## src/rtl/cmos_pkg.sv

```systemverilog
`default_nettype none
// +----------------------------------------------------------------------+
// | Module      : cmos_pkg                                               |
// | Description : Shared widths, default geometry and capture state      |
// |               encoding for the DVP camera front end and ram_ctrl.    |
// | Revision    : 1.0 - initial release                                  |
// +----------------------------------------------------------------------+
package cmos_pkg;

  localparam int DVP_W       = 8;
  localparam int PIX_W       = 16;
  localparam int CNT_W       = 10;

  // Default frame geometry; ram_ctrl sizes its ping-pong address from these.
  localparam int H_PIX_DEF   = 640;
  localparam int V_LINES_DEF = 480;

  typedef enum logic {
    SKIP = 1'b0,
    RUN  = 1'b1
  } cap_state_e;

  // Increment that sticks at all-ones instead of wrapping.
  function automatic logic [CNT_W-1:0] sat_inc(input logic [CNT_W-1:0] v);
    return (v == {CNT_W{1'b1}}) ? v : v + 1'b1;
  endfunction

endpackage
`default_nettype wire

```

## src/rtl/cmos_geom_check.sv

```systemverilog
`default_nettype none
// +----------------------------------------------------------------------+
// | Module      : cmos_geom_check                                        |
// | Description : Counts pixels per line and lines per frame, emits      |
// |               frame_done / frame_err at the end of each output frame.|
// | Revision    : 1.0 - initial release                                  |
// +----------------------------------------------------------------------+
module cmos_geom_check
  import cmos_pkg::*;
#(
  parameter int H_PIX   = H_PIX_DEF,
  parameter int V_LINES = V_LINES_DEF
) (
  input  logic cam_pclk,
  input  logic rst,
  input  logic run,
  input  logic pix_valid,
  input  logic href_d1,
  input  logic line_odd,
  input  logic vs_fall,
  output logic frame_done,
  output logic frame_err
);

  localparam logic [CNT_W-1:0] H_PIX_C   = CNT_W'(H_PIX);
  localparam logic [CNT_W-1:0] V_LINES_C = CNT_W'(V_LINES);

  logic             href_d2_q,  href_d2_d;
  logic             vs_fall_q,  vs_fall_d;
  logic [CNT_W-1:0] pix_cnt_q,  pix_cnt_d;
  logic [CNT_W-1:0] line_cnt_q, line_cnt_d;
  logic             line_bad_q, line_bad_d;
  logic             done_q,     done_d;
  logic             err_q,      err_d;
  logic             href_fall;

  // Line/frame accounting; the vs_fall delay lines done/err up with the gated vsync falling.
  always_comb begin
    href_d2_d  = href_d1;
    vs_fall_d  = vs_fall & run;
    href_fall  = href_d2_q & ~href_d1;
    pix_cnt_d  = pix_cnt_q;
    line_cnt_d = line_cnt_q;
    line_bad_d = line_bad_q;
    done_d     = 1'b0;
    err_d      = 1'b0;

    if (href_fall) begin
      pix_cnt_d = '0;
    end else if (pix_valid) begin
      pix_cnt_d = sat_inc(pix_cnt_q);
    end

    if (run && href_fall) begin
      line_cnt_d = sat_inc(line_cnt_q);
      if ((pix_cnt_q != H_PIX_C) || line_odd) begin
        line_bad_d = 1'b1;
      end
    end

    if (vs_fall_q) begin
      done_d     = 1'b1;
      err_d      = line_bad_q | (line_cnt_q != V_LINES_C);
      line_cnt_d = '0;
      line_bad_d = 1'b0;
    end
  end

  // Geometry state registers
  always_ff @(posedge cam_pclk or posedge rst) begin
    if (rst) begin
      href_d2_q  <= 1'b0;
      vs_fall_q  <= 1'b0;
      pix_cnt_q  <= '0;
      line_cnt_q <= '0;
      line_bad_q <= 1'b0;
      done_q     <= 1'b0;
      err_q      <= 1'b0;
    end else begin
      href_d2_q  <= href_d2_d;
      vs_fall_q  <= vs_fall_d;
      pix_cnt_q  <= pix_cnt_d;
      line_cnt_q <= line_cnt_d;
      line_bad_q <= line_bad_d;
      done_q     <= done_d;
      err_q      <= err_d;
    end
  end

  assign frame_done = done_q;
  assign frame_err  = err_q;

endmodule
`default_nettype wire

```

## src/rtl/cmos_capture_data.sv

```systemverilog
`default_nettype none
// +----------------------------------------------------------------------+
// | Module      : cmos_capture_data                                      |
// | Description : DVP sensor capture: frame skip after reset, byte-pair  |
// |               packing into RGB565, gated frame sync outputs.         |
// | Revision    : 1.0 - initial release                                  |
// +----------------------------------------------------------------------+
module cmos_capture_data
  import cmos_pkg::*;
#(
  parameter int FRAME_SKIP = 10,
  parameter int H_PIX      = H_PIX_DEF,
  parameter int V_LINES    = V_LINES_DEF
) (
  input  logic             cam_pclk,
  input  logic             rst,
  input  logic             cam_vsync,
  input  logic             cam_href,
  input  logic [DVP_W-1:0] cam_data,
  output logic             cmos_frame_vsync,
  output logic             cmos_frame_href,
  output logic             cmos_frame_clken,
  output logic [PIX_W-1:0] cmos_frame_data,
  output logic             frame_done,
  output logic             frame_err
);

  localparam int                SKIP_W    = (FRAME_SKIP > 0) ? $clog2(FRAME_SKIP + 1) : 1;
  localparam logic [SKIP_W-1:0] SKIP_LAST = SKIP_W'(FRAME_SKIP);

  logic              vs_d0_q,     vs_d0_d;
  logic              vs_d1_q,     vs_d1_d;
  logic              href_d0_q,   href_d0_d;
  logic              href_d1_q,   href_d1_d;
  logic [DVP_W-1:0]  data_d0_q,   data_d0_d;
  logic              vs_armed_q,  vs_armed_d;
  cap_state_e        state_q,     state_d;
  logic [SKIP_W-1:0] skip_cnt_q,  skip_cnt_d;
  logic              byte_flag_q, byte_flag_d;
  logic [DVP_W-1:0]  hi_byte_q,   hi_byte_d;
  logic              pix_valid_q, pix_valid_d;
  logic [PIX_W-1:0]  pix_q,       pix_d;
  logic              line_odd_q,  line_odd_d;
  logic              out_vs_q,    out_vs_d;
  logic              out_href_q,  out_href_d;
  logic              out_clken_q, out_clken_d;
  logic [PIX_W-1:0]  out_data_q,  out_data_d;
  logic              vs_rise;
  logic              vs_fall;
  logic              run;

  // Input sampling, vsync edges and frame-skip FSM. vs_armed blocks a
  // "rise" caused by a frame already in progress when reset released.
  always_comb begin
    vs_d0_d    = cam_vsync;
    href_d0_d  = cam_href;
    data_d0_d  = cam_data;
    vs_d1_d    = vs_d0_q;
    href_d1_d  = href_d0_q;
    vs_armed_d = vs_armed_q | ~cam_vsync;
    vs_rise    = vs_d0_q & ~vs_d1_q & vs_armed_q;
    vs_fall    = ~vs_d0_q & vs_d1_q;
    run        = (state_q == RUN);
    state_d    = state_q;
    skip_cnt_d = skip_cnt_q;
    if ((state_q == SKIP) && vs_rise) begin
      if (skip_cnt_q == SKIP_LAST) begin
        state_d = RUN;
      end else begin
        skip_cnt_d = skip_cnt_q + 1'b1;
      end
    end
  end

  // Byte-pair packing; an odd trailing byte is remembered for the line check.
  always_comb begin
    byte_flag_d = 1'b0;
    hi_byte_d   = hi_byte_q;
    pix_valid_d = 1'b0;
    pix_d       = pix_q;
    line_odd_d  = line_odd_q;
    if (run) begin
      if (href_d0_q) begin
        byte_flag_d = ~byte_flag_q;
        if (!byte_flag_q) begin
          hi_byte_d = data_d0_q;
        end else begin
          pix_valid_d = 1'b1;
          pix_d       = {hi_byte_q, data_d0_q};
        end
      end else if (href_d1_q) begin
        line_odd_d = byte_flag_q;
      end
    end
  end

  // Output stage: sync signals one register past d1 so they stay aligned with clken.
  always_comb begin
    out_vs_d    = vs_d1_q & run;
    out_href_d  = href_d1_q & run;
    out_clken_d = pix_valid_q;
    out_data_d  = pix_valid_q ? pix_q : out_data_q;
  end

  // All capture-path registers
  always_ff @(posedge cam_pclk or posedge rst) begin
    if (rst) begin
      vs_d0_q     <= 1'b0;
      vs_d1_q     <= 1'b0;
      href_d0_q   <= 1'b0;
      href_d1_q   <= 1'b0;
      data_d0_q   <= '0;
      vs_armed_q  <= 1'b0;
      state_q     <= SKIP;
      skip_cnt_q  <= '0;
      byte_flag_q <= 1'b0;
      hi_byte_q   <= '0;
      pix_valid_q <= 1'b0;
      pix_q       <= '0;
      line_odd_q  <= 1'b0;
      out_vs_q    <= 1'b0;
      out_href_q  <= 1'b0;
      out_clken_q <= 1'b0;
      out_data_q  <= '0;
    end else begin
      vs_d0_q     <= vs_d0_d;
      vs_d1_q     <= vs_d1_d;
      href_d0_q   <= href_d0_d;
      href_d1_q   <= href_d1_d;
      data_d0_q   <= data_d0_d;
      vs_armed_q  <= vs_armed_d;
      state_q     <= state_d;
      skip_cnt_q  <= skip_cnt_d;
      byte_flag_q <= byte_flag_d;
      hi_byte_q   <= hi_byte_d;
      pix_valid_q <= pix_valid_d;
      pix_q       <= pix_d;
      line_odd_q  <= line_odd_d;
      out_vs_q    <= out_vs_d;
      out_href_q  <= out_href_d;
      out_clken_q <= out_clken_d;
      out_data_q  <= out_data_d;
    end
  end

  cmos_geom_check #(
    .H_PIX   (H_PIX),
    .V_LINES (V_LINES)
  ) u_geom_check (
    .cam_pclk   (cam_pclk),
    .rst        (rst),
    .run        (run),
    .pix_valid  (pix_valid_q),
    .href_d1    (href_d1_q),
    .line_odd   (line_odd_q),
    .vs_fall    (vs_fall),
    .frame_done (frame_done),
    .frame_err  (frame_err)
  );

  assign cmos_frame_vsync = out_vs_q;
  assign cmos_frame_href  = out_href_q;
  assign cmos_frame_clken = out_clken_q;
  assign cmos_frame_data  = out_data_q;

endmodule
`default_nettype wire

```

## config.mk

```make
export PLATFORM = sky130hd
export DESIGN_NAME = cmos_capture_data
export DESIGN_NICKNAME = d
export VERILOG_FILES = /design/src/rtl/cmos_pkg.sv /design/src/rtl/cmos_geom_check.sv /design/src/rtl/cmos_capture_data.sv
export SDC_FILE = /design/constraint.sdc
export NUM_CORES = 1
export LEC_CHECK = 0
export ABC_AREA = 1
export CORE_UTILIZATION = 60
export DETAILED_ROUTE_END_ITERATION = 7
export GPL_ROUTABILITY_DRIVEN = 0
export MAX_ROUTING_LAYER = met4
export PLACE_DENSITY_LB_ADDON = 0.3
export SYNTH_ARGS = -nofsm -noshare
export SYNTH_HDL_FRONTEND = slang
export SYNTH_SLANG_ARGS = --single-unit
```

## constraint.sdc

```tcl
create_clock -name cam_pclk -period 6.7 [get_ports cam_pclk]
set_input_delay 1.005 -clock cam_pclk [delete_from_list [all_inputs] [get_ports cam_pclk]]
set_output_delay 1.005 -clock cam_pclk [all_outputs]
set_load 0.05 [all_outputs]
```

==> results.sh <==
export IMPL_hpwlAfterDp_um=4430
export IMPL_synthesis_area_sq_um=3810
export IMPL_status="finished, final reports clean"
export IMPL_period_needed_ps=2520
export IMPL_period_share=0.376
export IMPL_hold_viol=0
export IMPL_yosys_warnings=0
export IMPL_post_cts_setup_buffers=0
export IMPL_ys_async_sr_fraction=1.00
export IMPL_h_tree_depth=3
export IMPL_drc=0
export IMPL_ctsRootBufferMaster="clkbuf_8"
export IMPL_wl_met3_um=240
export IMPL_setup_violations=0
export IMPL_cts_sinks=89
export IMPL_slew_headroom=0.286
export IMPL_insertion_delay_ps=350
export IMPL_ys_types=33
export IMPL_synth_seq_cells=89
export IMPL_postCtsHoldBufs=0
export IMPL_timing_critical_path_buf_inv=1
export IMPL_cp_max_fo=2
export IMPL_synth_edf_count=0
export IMPL_dr_pass1_iters=4
export IMPL_fill_cells=436
export IMPL_core_sq_um=6030
export IMPL_boundaryPins=33
export IMPL_fin_skew_ps=7.10
export IMPL_nNetsFinal=446
export IMPL_synth_avg_cell_area_sq_um=9.71
export IMPL_cts_tree="yes"
export IMPL_grt_first_pass_wirelength_um=11200
export IMPL_max_cap_violations=0
export IMPL_met1Wirelength_um=3030
export IMPL_grt_usage=0.236
export IMPL_cellLeakagePower_nw=2.14
export IMPL_start_util=0.632
export IMPL_ir_drop_mv=0.234
export IMPL_hold_class="reg2reg"
export IMPL_antennaDiodeCount=0
export IMPL_worstSetupEndpointType="primary output"
export IMPL_row_count=28
export IMPL_route_top_layer_used="met4"
export IMPL_synth_top_flop_cell="dfrtp_1"
export IMPL_layout_common_cells="nand2_1 (96), dfrtp_1 (89), inv_1 (36)"
export IMPL_die_x_um=81.6
export IMPL_cts_resized=0
export IMPL_wirelength_um=6740
export IMPL_grt_pass1_vias=2523
export IMPL_arrival_ps=1520
export IMPL_drt_iter0_markers=122
export IMPL_cellPowerDensity_nw_per_um2=337
export IMPL_fp_dieH_um=81.6
export IMPL_area_growth_pct=14.5
export IMPL_dr_wl_met2_um=3370
export IMPL_syn_inst=392
export IMPL_drt_wirelength_per_cell_um=13.3
export IMPL_start_kind="flop"
export IMPL_numPortBuffers=32
export IMPL_layout_commonest_cell="nand2_1"
export IMPL_via_count=2655
export IMPL_clockBufferDepth=2
export IMPL_clk_pin_slew_ps=90
export IMPL_final_util=0.723
export IMPL_path_class="reg2out"
export IMPL_cp_top_family="buffers and inverters"
export IMPL_grt_overflow=0
export IMPL_grt_antenna_before_repair=0
export IMPL_crit_path_top_delay_cell="clkdlybuf4s50_1"
export IMPL_grt_max_degree=90
export IMPL_rsz0062_at_grt="false"
export IMPL_crit_chain="clkdlybuf4s50_1"
export IMPL_vias_per_cell=5.23
export IMPL_finalMaxSlewViolations=0
export IMPL_die_area_sq_um=6670
export IMPL_required_ps=5690
export IMPL_crit_path_max_incr_delay_ps=810
export IMPL_ys_seq_area_frac=0.585
export IMPL_setup_tns_ps=0
export IMPL_tightest_slew_ps=1070
export IMPL_antenna_left=0
export IMPL_drive_gt1_frac=0.143
export IMPL_synth_nets=410
export IMPL_timing_fmax_mhz=397
export IMPL_numCtsBuffers=9
[synth_stat cells, drive strengths merged, types with 3 or more instances]
library cell / count / area [sq um]
nand2: 101 / 397
dfrtp: 89 / 2230
inv: 46 / 175
nor2: 38 / 155
o21ai: 34 / 204
nand3: 28 / 145
mux2: 16 / 180
buf: 6 / 51.3
ha: 6 / 75.1
nor3: 6 / 46.3
a21oi: 4 / 20.0
nand3b: 4 / 30.0
xor2: 3 / 26.3
[final timing paths]
kind | startpoint | to | slack (ps) | cells past startpoint
worst min-delay path | href_d0_q$_DFF_PP0_ | href_d1_q$_DFF_PP0_ | 400 | 0
min in group asynchronous | rst | cmos_frame_href$_DFF_PP0_ | 1320 | 3
worst max-delay path | cmos_frame_data[8]$_DFFE_PP0P_ | cmos_frame_data[8] | 4180 | 1
max in group asynchronous | rst | href_d0_q$_DFF_PP0_ | 4710 | 3
worst min register to register | href_d0_q$_DFF_PP0_ | href_d1_q$_DFF_PP0_ | 400 | 0
worst max register to register | out_clken_d$_DFF_PP0_ | u_geom_check.pix_cnt_q[3]$_DFFE_PP0P_ | 4830 | 4
[kinds of logic (layout without fill, tap and decap cells)]
family	count (synthesis)	after routing	synth area share
buf+inv	54	95	0.0615
mux	16	16	0.0473
simple gates	180	180	0.208
fa+ha+maj	6	6	0.0197
xor+xnor	5	5	0.0115
compound gates	42	42	0.0664
flops	89	89	0.585
[cell type report]
| class | count | area, sq um | area share |
|---|---|---|---|
| sequential | 89 | 2230 | 0.511 |
| multi-input combinational | 249 | 1350 | 0.309 |
| timing repair buffer | 33 | 328 | 0.0752 |
| inverter | 46 | 176 | 0.0405 |
| clock buffer | 10 | 128 | 0.0293 |
| tap | 75 | 93.8 | 0.0215 |
| clock inverter | 6 | 58.8 | 0.0135 |
[per-stage QoR]
| step | setup WS [ps] | total power (W) | area (sq um) | instances | hold slack (ps) |
|---|---|---|---|---|---|
| after CTS | 4170 | 0.00148 | 4360 | 508 | 398 |
| after global placement | 4260 | 0.00110 | 4170 | 492 | 385 |
| after global routing | 4130 | 0.00155 | 4360 | 508 | 419 |
| after detailed placement | 4250 | 0.00112 | 4170 | 492 | 382 |
| final | 4180 | 0.00147 | 4360 | 508 | 396 |
| after floorplan | 3390 | 0.00101 | 3810 | 392 | 367 |
[power breakdown]
group	internal (W)	leakage, nW	total, W	switching [W]
combinational	0.000142	0.874	0.000377	0.000235
sequential	0.000650	1.16	0.000734	0.0000836
clock	0.000171	0.0998	0.000356	0.000186
total	0.000963	2.14	0.00147	0.000504
[registers in the layout (all words and copies together), names as in the netlist, 4 cells and up]
signal                   flops
skip_cnt_q                   4
hi_byte_q                    8
data_d0_q                    8
pix_q                       16
cmos_frame_data             16
u_geom_check.line_cnt_q     10
u_geom_check.pix_cnt_q      10
[per-layer routing]
layer,vias to the layer above,track usage
met5,-,-
met2,50,0.386
met1,1272,0.292
met3,9,0.0400
met4,0,0.100
li1,1324,-
Power figures use the tool's default switching activity.
